==> src/rtl/id_ex_skid_stage_if.sv <==
// ID/EX stage bus: decode-side handshake and fields in, execute-side handshake and
// registered fields out. master = surrounding pipeline, slave = the stage itself.
interface id_ex_skid_stage_if #(
  parameter int unsigned XLEN   = 64,
  parameter int unsigned REG_AW = 5,
  parameter int unsigned WB_W   = 2,
  parameter int unsigned M_W    = 3
);
  logic              in_valid;
  logic              in_ready;
  logic [XLEN-1:0]   inst_addr;
  logic [REG_AW-1:0] rs1;
  logic [REG_AW-1:0] rs2;
  logic [REG_AW-1:0] rd;
  logic [XLEN-1:0]   read_data1;
  logic [XLEN-1:0]   read_data2;
  logic [XLEN-1:0]   imm_data;
  logic [31:0]       instruction;
  logic [WB_W-1:0]   wb;
  logic [M_W-1:0]    m;
  logic [2:0]        ex;

  logic              out_valid;
  logic              out_ready;
  logic [XLEN-1:0]   inst_addr_out;
  logic [XLEN-1:0]   read_data1_out;
  logic [XLEN-1:0]   read_data2_out;
  logic [XLEN-1:0]   imm_data_out;
  logic [REG_AW-1:0] rs1_out;
  logic [REG_AW-1:0] rs2_out;
  logic [REG_AW-1:0] rd_out;
  logic [3:0]        funct;
  logic [WB_W-1:0]   wb_out;
  logic [M_W-1:0]    m_out;
  logic [1:0]        alu_op;
  logic              alu_src;

  modport master (
    output in_valid, inst_addr, rs1, rs2, rd, read_data1, read_data2, imm_data,
           instruction, wb, m, ex, out_ready,
    input  in_ready, out_valid, inst_addr_out, read_data1_out, read_data2_out,
           imm_data_out, rs1_out, rs2_out, rd_out, funct, wb_out, m_out, alu_op, alu_src
  );

  modport slave (
    input  in_valid, inst_addr, rs1, rs2, rd, read_data1, read_data2, imm_data,
           instruction, wb, m, ex, out_ready,
    output in_ready, out_valid, inst_addr_out, read_data1_out, read_data2_out,
           imm_data_out, rs1_out, rs2_out, rd_out, funct, wb_out, m_out, alu_op, alu_src
  );
endinterface

==> src/rtl/id_ex_skid_stage.sv <==
// ID/EX pipeline register with valid/ready flow control, a one-entry skid buffer,
// synchronous flush with bubble insertion and saturating stall/flush counters.
module id_ex_skid_stage #(
  parameter int unsigned XLEN   = 64,
  parameter int unsigned REG_AW = 5,
  parameter int unsigned WB_W   = 2,
  parameter int unsigned M_W    = 3,
  parameter int unsigned CNT_W  = 16
) (
  input  logic             clk,
  input  logic             reset,
  input  logic             flush,
  id_ex_skid_stage_if.slave bus,
  output logic [CNT_W-1:0] stall_cycles,
  output logic [CNT_W-1:0] flush_count
);

  typedef struct packed {
    logic [XLEN-1:0]   inst_addr;
    logic [REG_AW-1:0] rs1;
    logic [REG_AW-1:0] rs2;
    logic [REG_AW-1:0] rd;
    logic [XLEN-1:0]   read_data1;
    logic [XLEN-1:0]   read_data2;
    logic [XLEN-1:0]   imm_data;
    logic [31:0]       instruction;
    logic [WB_W-1:0]   wb;
    logic [M_W-1:0]    m;
    logic [2:0]        ex;
  } skid_t;

  // OUT keeps only the decoded funct bits rather than the raw instruction word.
  typedef struct packed {
    logic [XLEN-1:0]   inst_addr;
    logic [REG_AW-1:0] rs1;
    logic [REG_AW-1:0] rs2;
    logic [REG_AW-1:0] rd;
    logic [XLEN-1:0]   read_data1;
    logic [XLEN-1:0]   read_data2;
    logic [XLEN-1:0]   imm_data;
    logic [3:0]        funct;
    logic [WB_W-1:0]   wb;
    logic [M_W-1:0]    m;
    logic [2:0]        ex;
  } out_t;

  function automatic out_t to_out(input skid_t s);
    out_t o;
    o.inst_addr  = s.inst_addr;
    o.rs1        = s.rs1;
    o.rs2        = s.rs2;
    o.rd         = s.rd;
    o.read_data1 = s.read_data1;
    o.read_data2 = s.read_data2;
    o.imm_data   = s.imm_data;
    o.funct      = {s.instruction[30], s.instruction[14:12]};
    o.wb         = s.wb;
    o.m          = s.m;
    o.ex         = s.ex;
    return o;
  endfunction

  out_t             out_q, out_d;
  skid_t            skid_q, skid_d, in_ent;
  logic             out_valid_q, out_valid_d;
  logic             skid_valid_q, skid_valid_d;
  logic [CNT_W-1:0] stall_q, stall_d;
  logic [CNT_W-1:0] flush_cnt_q, flush_cnt_d;
  logic             accept, drain;

  always_comb begin
    in_ent.inst_addr   = bus.inst_addr;
    in_ent.rs1         = bus.rs1;
    in_ent.rs2         = bus.rs2;
    in_ent.rd          = bus.rd;
    in_ent.read_data1  = bus.read_data1;
    in_ent.read_data2  = bus.read_data2;
    in_ent.imm_data    = bus.imm_data;
    in_ent.instruction = bus.instruction;
    in_ent.wb          = bus.wb;
    in_ent.m           = bus.m;
    in_ent.ex          = bus.ex;
  end

  // in_ready is the inverted skid flag, so it never depends combinationally on out_ready.
  assign accept = bus.in_valid && !skid_valid_q;
  assign drain  = out_valid_q && bus.out_ready;

  always_comb begin
    out_d        = out_q;
    skid_d       = skid_q;
    out_valid_d  = out_valid_q;
    skid_valid_d = skid_valid_q;
    stall_d      = stall_q;
    flush_cnt_d  = flush_cnt_q;

    if (out_valid_q && !bus.out_ready && !(&stall_q)) begin
      stall_d = stall_q + CNT_W'(1);
    end

    if (flush) begin
      out_valid_d  = 1'b0;
      skid_valid_d = 1'b0;
      out_d.wb     = '0;
      out_d.m      = '0;
      out_d.ex     = '0;
      if ((out_valid_q || skid_valid_q) && !(&flush_cnt_q)) begin
        flush_cnt_d = flush_cnt_q + CNT_W'(1);
      end
    end else if (skid_valid_q && drain) begin
      out_d        = to_out(skid_q);
      skid_valid_d = 1'b0;
    end else if (accept && (!out_valid_q || drain)) begin
      out_d       = to_out(in_ent);
      out_valid_d = 1'b1;
    end else if (accept && out_valid_q && !bus.out_ready) begin
      skid_d       = in_ent;
      skid_valid_d = 1'b1;
    end else if (drain && !accept) begin
      // Bubble: kill control so execute sees a NOP; data fields keep their values.
      out_valid_d = 1'b0;
      out_d.wb    = '0;
      out_d.m     = '0;
      out_d.ex    = '0;
    end
  end

  always_ff @(posedge clk) begin
    if (!reset) begin
      out_q        <= '0;
      skid_q       <= '0;
      out_valid_q  <= 1'b0;
      skid_valid_q <= 1'b0;
      stall_q      <= '0;
      flush_cnt_q  <= '0;
    end else begin
      out_q        <= out_d;
      skid_q       <= skid_d;
      out_valid_q  <= out_valid_d;
      skid_valid_q <= skid_valid_d;
      stall_q      <= stall_d;
      flush_cnt_q  <= flush_cnt_d;
    end
  end

  assign bus.in_ready       = !skid_valid_q;
  assign bus.out_valid      = out_valid_q;
  assign bus.inst_addr_out  = out_q.inst_addr;
  assign bus.read_data1_out = out_q.read_data1;
  assign bus.read_data2_out = out_q.read_data2;
  assign bus.imm_data_out   = out_q.imm_data;
  assign bus.rs1_out        = out_q.rs1;
  assign bus.rs2_out        = out_q.rs2;
  assign bus.rd_out         = out_q.rd;
  assign bus.funct          = out_q.funct;
  assign bus.wb_out         = out_q.wb;
  assign bus.m_out          = out_q.m;
  assign bus.alu_op         = out_q.ex[2:1];
  assign bus.alu_src        = out_q.ex[0];
  assign stall_cycles       = stall_q;
  assign flush_count        = flush_cnt_q;

endmodule

==> src/flat_wrapper.sv <==
// flat-port wrapper written by rule: the top's interface ports become plain ports
module id_ex_skid_stage_flat 
#(
  parameter int unsigned XLEN   = 64,
  parameter int unsigned REG_AW = 5,
  parameter int unsigned WB_W   = 2,
  parameter int unsigned M_W    = 3,
  parameter int unsigned CNT_W  = 16
)
  (clk, reset, flush, stall_cycles, flush_count, bus_in_valid, bus_inst_addr, bus_rs1, bus_rs2, bus_rd, bus_read_data1, bus_read_data2, bus_imm_data, bus_instruction, bus_wb, bus_m, bus_ex, bus_out_ready, bus_in_ready, bus_out_valid, bus_inst_addr_out, bus_read_data1_out, bus_read_data2_out, bus_imm_data_out, bus_rs1_out, bus_rs2_out, bus_rd_out, bus_funct, bus_wb_out, bus_m_out, bus_alu_op, bus_alu_src);
  id_ex_skid_stage_if #(.XLEN(XLEN), .REG_AW(REG_AW), .WB_W(WB_W), .M_W(M_W)) bus_i ();
  input  logic clk;
  input  logic reset;
  input  logic flush;
  output logic [CNT_W-1:0] stall_cycles;
  output logic [CNT_W-1:0] flush_count;
  input wire logic [$bits(bus_i.in_valid)-1:0] bus_in_valid;
  input wire logic [$bits(bus_i.inst_addr)-1:0] bus_inst_addr;
  input wire logic [$bits(bus_i.rs1)-1:0] bus_rs1;
  input wire logic [$bits(bus_i.rs2)-1:0] bus_rs2;
  input wire logic [$bits(bus_i.rd)-1:0] bus_rd;
  input wire logic [$bits(bus_i.read_data1)-1:0] bus_read_data1;
  input wire logic [$bits(bus_i.read_data2)-1:0] bus_read_data2;
  input wire logic [$bits(bus_i.imm_data)-1:0] bus_imm_data;
  input wire logic [$bits(bus_i.instruction)-1:0] bus_instruction;
  input wire logic [$bits(bus_i.wb)-1:0] bus_wb;
  input wire logic [$bits(bus_i.m)-1:0] bus_m;
  input wire logic [$bits(bus_i.ex)-1:0] bus_ex;
  input wire logic [$bits(bus_i.out_ready)-1:0] bus_out_ready;
  output wire logic [$bits(bus_i.in_ready)-1:0] bus_in_ready;
  output wire logic [$bits(bus_i.out_valid)-1:0] bus_out_valid;
  output wire logic [$bits(bus_i.inst_addr_out)-1:0] bus_inst_addr_out;
  output wire logic [$bits(bus_i.read_data1_out)-1:0] bus_read_data1_out;
  output wire logic [$bits(bus_i.read_data2_out)-1:0] bus_read_data2_out;
  output wire logic [$bits(bus_i.imm_data_out)-1:0] bus_imm_data_out;
  output wire logic [$bits(bus_i.rs1_out)-1:0] bus_rs1_out;
  output wire logic [$bits(bus_i.rs2_out)-1:0] bus_rs2_out;
  output wire logic [$bits(bus_i.rd_out)-1:0] bus_rd_out;
  output wire logic [$bits(bus_i.funct)-1:0] bus_funct;
  output wire logic [$bits(bus_i.wb_out)-1:0] bus_wb_out;
  output wire logic [$bits(bus_i.m_out)-1:0] bus_m_out;
  output wire logic [$bits(bus_i.alu_op)-1:0] bus_alu_op;
  output wire logic [$bits(bus_i.alu_src)-1:0] bus_alu_src;
  assign bus_i.in_valid = bus_in_valid;
  assign bus_i.inst_addr = bus_inst_addr;
  assign bus_i.rs1 = bus_rs1;
  assign bus_i.rs2 = bus_rs2;
  assign bus_i.rd = bus_rd;
  assign bus_i.read_data1 = bus_read_data1;
  assign bus_i.read_data2 = bus_read_data2;
  assign bus_i.imm_data = bus_imm_data;
  assign bus_i.instruction = bus_instruction;
  assign bus_i.wb = bus_wb;
  assign bus_i.m = bus_m;
  assign bus_i.ex = bus_ex;
  assign bus_i.out_ready = bus_out_ready;
  assign bus_in_ready = bus_i.in_ready;
  assign bus_out_valid = bus_i.out_valid;
  assign bus_inst_addr_out = bus_i.inst_addr_out;
  assign bus_read_data1_out = bus_i.read_data1_out;
  assign bus_read_data2_out = bus_i.read_data2_out;
  assign bus_imm_data_out = bus_i.imm_data_out;
  assign bus_rs1_out = bus_i.rs1_out;
  assign bus_rs2_out = bus_i.rs2_out;
  assign bus_rd_out = bus_i.rd_out;
  assign bus_funct = bus_i.funct;
  assign bus_wb_out = bus_i.wb_out;
  assign bus_m_out = bus_i.m_out;
  assign bus_alu_op = bus_i.alu_op;
  assign bus_alu_src = bus_i.alu_src;
  id_ex_skid_stage #(.XLEN(XLEN), .REG_AW(REG_AW), .WB_W(WB_W), .M_W(M_W), .CNT_W(CNT_W)) u_core (.clk(clk), .reset(reset), .flush(flush), .bus(bus_i), .stall_cycles(stall_cycles), .flush_count(flush_count));
endmodule
==> config.mk <==
export PLATFORM = sky130hd
export DESIGN_NAME = id_ex_skid_stage_flat
export DESIGN_NICKNAME = d
export VERILOG_FILES = /design/src/rtl/id_ex_skid_stage_if.sv /design/src/rtl/id_ex_skid_stage.sv /design/src/flat_wrapper.sv
export SDC_FILE = /design/constraint.sdc
export NUM_CORES = 1
export LEC_CHECK = 0
export ABC_CLOCK_PERIOD_IN_PS = 3000
export CAP_MARGIN = 20
export CORE_AREA = 5 5 246 248
export DETAILED_ROUTE_END_ITERATION = 7
export DIE_AREA = 0 0 251 253
export GPL_TIMING_DRIVEN = 1
export PLACE_DENSITY = 0.69
export SLEW_MARGIN = 20
export SYNTH_ARGS = -nofsm -noshare
export SYNTH_HDL_FRONTEND = slang
export SYNTH_SLANG_ARGS = --single-unit
==> constraint.sdc <==
create_clock -name clk -period 3 [get_ports clk]
set_input_delay 0.6 -clock clk [delete_from_list [all_inputs] [get_ports clk]]
set_output_delay 0.6 -clock clk [all_outputs]
set_load 0.005 [all_outputs]
==> results.md, run 1 <==
* Fill cells at approximately 5400
* Routed vias at ~22000
* Number of antenna-violating nets in the routed design at 0
* Status: completed
* Fin. max-slew vios at 0
* Top Ports at between 600 and 700
* IO buf count at around 600
* Critical path arrival at approximately 1.9 ns
* Row count at 89
* Drt first pass iters at 5
* Final cycle utilization of the critical path at 83.0%
* Syn-to-layout area delta at 38.5%
* Clk root buf: clkbuf_16
* GRT met1 Usage at 27.6%
* CTS Buf Count at 67
* Post-CTS setup repair buffer count at 0
* Crit-path cells: clkdlybuf4s50_1
* Die Area at about 64000 sq um
* Register area share after synthesis at between 50% and 60%
* Number of global-route vias before repair at approximately 20000
* First-pass GRT wire length at between 100000 and 150000 um
* Worst Hold Class: reg2reg
* Post-Syn Nets at approximately 3300
* Final Hold Viols at 0
* 1st-iter DRT viols at approximately 1600
* All-Layer GR Usage at about 22%
* Max-cap violation count at 0
* WHS at 0.453 ns
* Crit path max fanout at 13
* Initial Utilization at between 40% and 50%
* Crit-path max cell delay at about 0.65 ns
* DR DRC count at 0
* M3 GR Usage at about 6.3%
* Worst skew pair latency at between 0.5 and 0.6 ns
* Setup TNS at 0 ns
* Endpoints failing setup at 0
* Crit path buf inv count at 1
* Delay-heaviest family, CP: buffers and inverters
* GP Congestion at a little over 0.8
* Dpl hpwl at around 50000 um
* Warnings, synthesis at 0
* Worst EP required at 2.40 ns
* GRT Max-Usage Layer: met2
* Syn Inst Count at 3011
* Worst slew pin tran at 1.04 ns
* Grt ovf at 0
* CTS max path bufs at 3
* Fraction of layout cells with a size suffix above 1 at 4.87%
* Largest net degree at the start of global routing at approximately 110
* Crit path time final at 2.49 ns
* CP startpoint kind: flip-flop
* Average cell area after synthesis at just under 8 sq um
* Avg WL per Cell at about 17 um
* Post-synth EDFFs at 0
* RSZ-0062 raised after global routing: no
* Commonest cells after routing, fill and taps aside: nand2_1, clkdlybuf4s50_1, dfxtp_1, a21oi_1, nor2_1
* Die width at between 200 and 300 um
* Hold_buf cts at 0
* Worst Setup End Kind: output port
* Yosys cell types at between 40 and 50
* Pwr dens at roughly 570 nW/um^2
* Commonest non-fill, non-tap cell in the layout: nand2_1
* Seq cells post-synth at 600
* Core area at between 50000 and 60000 sq um
* Final nets at about 3800
* Met2 Track Usage GR at about 38%
* Async SR Flop Fraction at 0%
* Primary FF master, synth: dfxtp_1
* DRT Wirelength at about 75000 um
* Netlist Area Pre-Place at 23500 sq um
* CTS tree: built
* WS Path Type: reg2out
* Leakage at about 11 nW
* Die Y at 253 um
* Reg-to-reg slack, setup at roughly 0.74 ns
* H-Tree Depth at 3
* Fmax at 0.402 GHz
* Clk slew on worst S/H paths at 0.06 ns
* Via/cell ratio at between 5 and 6
* CTS sink count at 600
* Worst Skew at 0.0180 ns
* Initial antenna violation count at 9
* Maximum vdd ir drop at between 0.0004 and 0.0005 V
* Max-slew headroom at 30.4%
* Post-CTS Resized at 0
* Slowest-stage cell, CP: clkdlybuf4s50_1
[cells by family after synthesis]
kind of cell | share of synthesized area (%)
simple gates | 25.0
compound gates | 18.3
flops | 51.2
buf+inv | 5.08
mux | 0.427
fa+ha+maj | 0.107
[registers in the layout, summed over array words and instances (netlist names), 4 cells and up]
| signal | flops |
|---|---|
| u_core.bus.rs2_out | 5 |
| u_core.bus.imm_data_out | 64 |
| u_core.bus.rd_out | 5 |
| u_core.bus.read_data1_out | 64 |
| u_core.bus.rs1_out | 5 |
| u_core.flush_count | 16 |
| u_core.skid_q | 283 |
| u_core.stall_cycles | 16 |
| u_core.bus.funct | 4 |
| u_core.bus.read_data2_out | 64 |
| u_core.bus.inst_addr_out | 64 |
[Yosys cell counts (3+ instances only)]
master	n	area (sq um)
inv_1	7	26.3
nand3_1	10	50.1
dfxtp_1	600	12000
or4_1	10	75.1
nand4_1	7	43.8
a21oi_1	302	1510
nand2_1	1141	4280
a311oi_1	275	2410
a22oi_1	8	60.1
a211oi_1	13	97.6
buf_2	67	335
nor4_1	6	37.5
buf_4	25	188
or3_1	10	62.6
clkbuf_1	166	623
nand2b_1	14	87.6
o21ai_0	10	50.1
and4_1	3	26.3
buf_1	4	15.0
nor2_1	288	1080
o31ai_1	10	75.1
mux2i_1	10	100
[worst min-delay path: stages (launching register included)]
cell and delay (ns):
dfxtp_1 0.31, nand2_1 0.05, a21oi_1 0.05
[routing by layer]
metal / share of wire (%) / wire length, um
met1: 40 / 30600
met3: 7.4 / 5600
met4: 2.8 / 2110
met5: 0.036 / 27
met2: 49 / 37200
[per-stage QoR]
step	utilization [%]	cells	worst slack [ns]	cell area, sq um	power (mW)
detailed placement	52.0	4187	0.228	30300	10.5
floorplan	-	3011	1.01	23500	9.31
CTS	55.8	4306	0.481	32500	18.8
finish	55.8	4314	0.509	32500	18.6
global route	55.8	4311	0.406	32500	19.3
global placement	52.0	4187	0.271	30300	10.5
[area by class of cell]
class,count,area (sq um),share of cell area [%]
Antenna cell,8,20.0,0.0616
Clock buffer,99,1980,6.09
Clock inverter,20,216,0.666
Inverter,8,37.5,0.115
Multi-Input combinational cell,2141,10300,31.7
Sequential cell,600,12000,36.9
Tap cell,773,967,2.98
Timing Repair Buffer,665,6970,21.4
[where the power goes]
| part | internal, mW | switching (mW) |
|---|---|---|
| combinational | 1.08 | 0.846 |
| sequential | 8.27 | 0.155 |
| clock | 4.92 | 3.32 |
[path summary, 6_finish.rpt]
kind | startpoint | to | cells past startpoint
worst max-delay path | u_core.bus.out_valid | bus_out_valid | 1
worst min-delay path | u_core.skid_q[306] | u_core.skid_q[306] | 2
worst max register to register | u_core.bus.out_valid | u_core.bus.read_data1_out[35] | 6
worst min register to register | u_core.skid_q[306] | u_core.skid_q[306] | 2
No activity file was read; power rests on OpenSTA's default activity.
==> run 2: changes to the inputs <==
Settings changed: ABC_CLOCK_PERIOD_IN_PS 3000 to 2500.
Clock period 3 ns to 2.5 ns, I/O delays scaled along.
==> run 2 against run 1 <==
Net effect: die area unchanged; cell count increased by 1.1%; core utilization increased by 0.95 points; critical endpoint unchanged; critical path type unchanged; total power increased by 19%; clock power increased by 17%; routed wire length increased by 1.2%; critical path depth increased by 1.
==> results.md, run 2 (same netlist as run 1, synthesis figures left out) <==
* Core area at 58200 sq um (unchanged)
* Largest net degree at the start of global routing at 121 (+14%)
* Maximum vdd ir drop at 0.000533 V (+12%)
* Fill cells at 5423 (+0.15%)
* GP Congestion at 0.834 (+1.1%)
* Grt ovf at 0 (unchanged)
* Leakage at 11.6 nW (+2.5%)
* Endpoints failing setup at 0 (unchanged)
* Die Y at 253 um (unchanged)
* Commonest non-fill, non-tap cell in the layout: nand2_1
* Max-cap violation count at 0 (unchanged)
* CTS max path bufs at 3 (unchanged)
* Routed vias at 22400 (+1.5%)
* Worst Setup End Kind: output port
* Critical path arrival at 1.88 ns (about the same)
* Initial Utilization at 40.3% (unchanged)
* Number of antenna-violating nets in the routed design at 0 (unchanged)
* DR DRC count at 0 (unchanged)
* Dpl hpwl at 52100 um (+4.3%)
* Max-slew headroom at 56.3% (+26 points)
* RSZ-0062 raised after global routing: no
* CTS tree: built
* Commonest cells after routing, fill and taps aside: nand2_1, clkdlybuf4s50_1, dfxtp_1, a21oi_1, nor2_1
* Fin. max-slew vios at 0 (unchanged)
* Largest register FFs at 283 (unchanged)
* Clk root buf: clkbuf_16
* Row count at 89 (unchanged)
* Worst Hold Class: reg2reg
* Top Ports at 633 (unchanged)
* Die Area at 63500 sq um (unchanged)
* Status: completed
* 1st-iter DRT viols at 1502 (-3.2%)
* Worst slew pin tran at 0.656 ns (-0.381 ns)
* DRT Wirelength at 76300 um (+1.2%)
* IO buf count at 604 (unchanged)
* Avg WL per Cell at 17.5 um (about the same)
* CTS Buf Count at 67 (unchanged)
* Die width at 251 um (unchanged)
* Final Hold Viols at 0 (unchanged)
* WS Path Type: reg2out
* Via/cell ratio at 5.14 (+0.34%)
* Worst skew pair latency at 0.60 ns (about the same)
* Worst EP required at 2.00 ns (-0.40 ns)
* Post-CTS Resized at 0 (unchanged)
* Worst Skew at 0.0266 ns (+0.00860 ns)
* Setup TNS at 0 ns (unchanged)
* CTS sink count at 600 (unchanged)
* All-Layer GR Usage at 22.5% (+0.17 points)
* Drt first pass iters at 5 (unchanged)
* Fmax at 0.421 GHz
* Fraction of layout cells with a size suffix above 1 at 5.91% (+1.0 points)
* Layout Utilization at 56.8% (+0.95 points)
* Final cycle utilization of the critical path at 95.1%
* Hold_buf cts at 0 (unchanged)
* First-pass GRT wire length at 116000 um (+0.56%)
* Syn-to-layout area delta at 40.9%
* Crit path time final at 2.38 ns
* Most flop-heavy register: u_core.skid_q
* Number of global-route vias before repair at 20500 (+3.2%)
* Pwr dens at 670 nW/um^2 (+17%)
* Post-CTS setup repair buffer count at 0 (unchanged)
* CP startpoint kind: flip-flop
* Final nets at 3845 (+1.2%)
* Initial antenna violation count at 20 (+11)
* H-Tree Depth at 3 (unchanged)
* Crit path max fanout at 7 (-6)
* Clk slew on worst S/H paths at 0.06 ns (about the same)
## run 2: critical path, cell delays in order, from the launching register on
cell and delay, ns:
dfxtp_1 0.52, buf_4 0.22, clkdlybuf4s50_1 0.54
## run 2: report_power, final
part	switching (mW)	internal (mW)	total, mW
logic	1.04	1.35	2.39
registers	0.194	9.92	10.1
clock network	3.95	5.69	9.63
total	5.18	17.0	22.1
## run 2: through the flow
stage / hold slack (ns) / power, mW / instance area [sq um] / cells / worst slack, ns
after floorplan: 0.436 / 11.2 / 23500 / 3011 / 0.582
final: 0.453 / 22.1 / 33100 / 4363 / 0.124
after CTS: 0.431 / 22.4 / 33000 / 4345 / 0.0681
after global placement: 0.441 / 12.7 / 30900 / 4231 / 0.00159
after global routing: 0.468 / 23.0 / 33100 / 4361 / 0.0445
after detailed placement: 0.447 / 12.7 / 30900 / 4231 / -0.0353
## run 2: path summary, 6_finish.rpt
path                         from                             to  cells past startpoint  slack, ns
max          u_core.bus.out_valid                  bus_out_valid                      2       0.12
min            u_core.skid_q[216]             u_core.skid_q[216]                      2       0.45
max reg2reg   u_core.skid_valid_q  u_core.bus.read_data2_out[51]                      6       0.44
min reg2reg    u_core.skid_q[216]             u_core.skid_q[216]                      2       0.45
## run 2: final cells by class
class,count,area (sq um),area share [%]
Antenna cell,18,45.0,0.136
Timing Repair Buffer,709,7550,22.8
Clock inverter,19,218,0.658
Multi-Input combinational cell,2141,10300,31.2
Tap cell,773,967,2.93
Inverter,8,37.5,0.114
Sequential cell,600,12000,36.3
Clock buffer,95,1920,5.82
## run 2: metal layers
metal	track usage [%]	vias up	wire length [um]
met2	36.2	646	36300
met1	28.1	10400	31400
met3	5.67	148	5380
li1	-	11300	-
met4	11.4	4	3210
met5	0	-	27
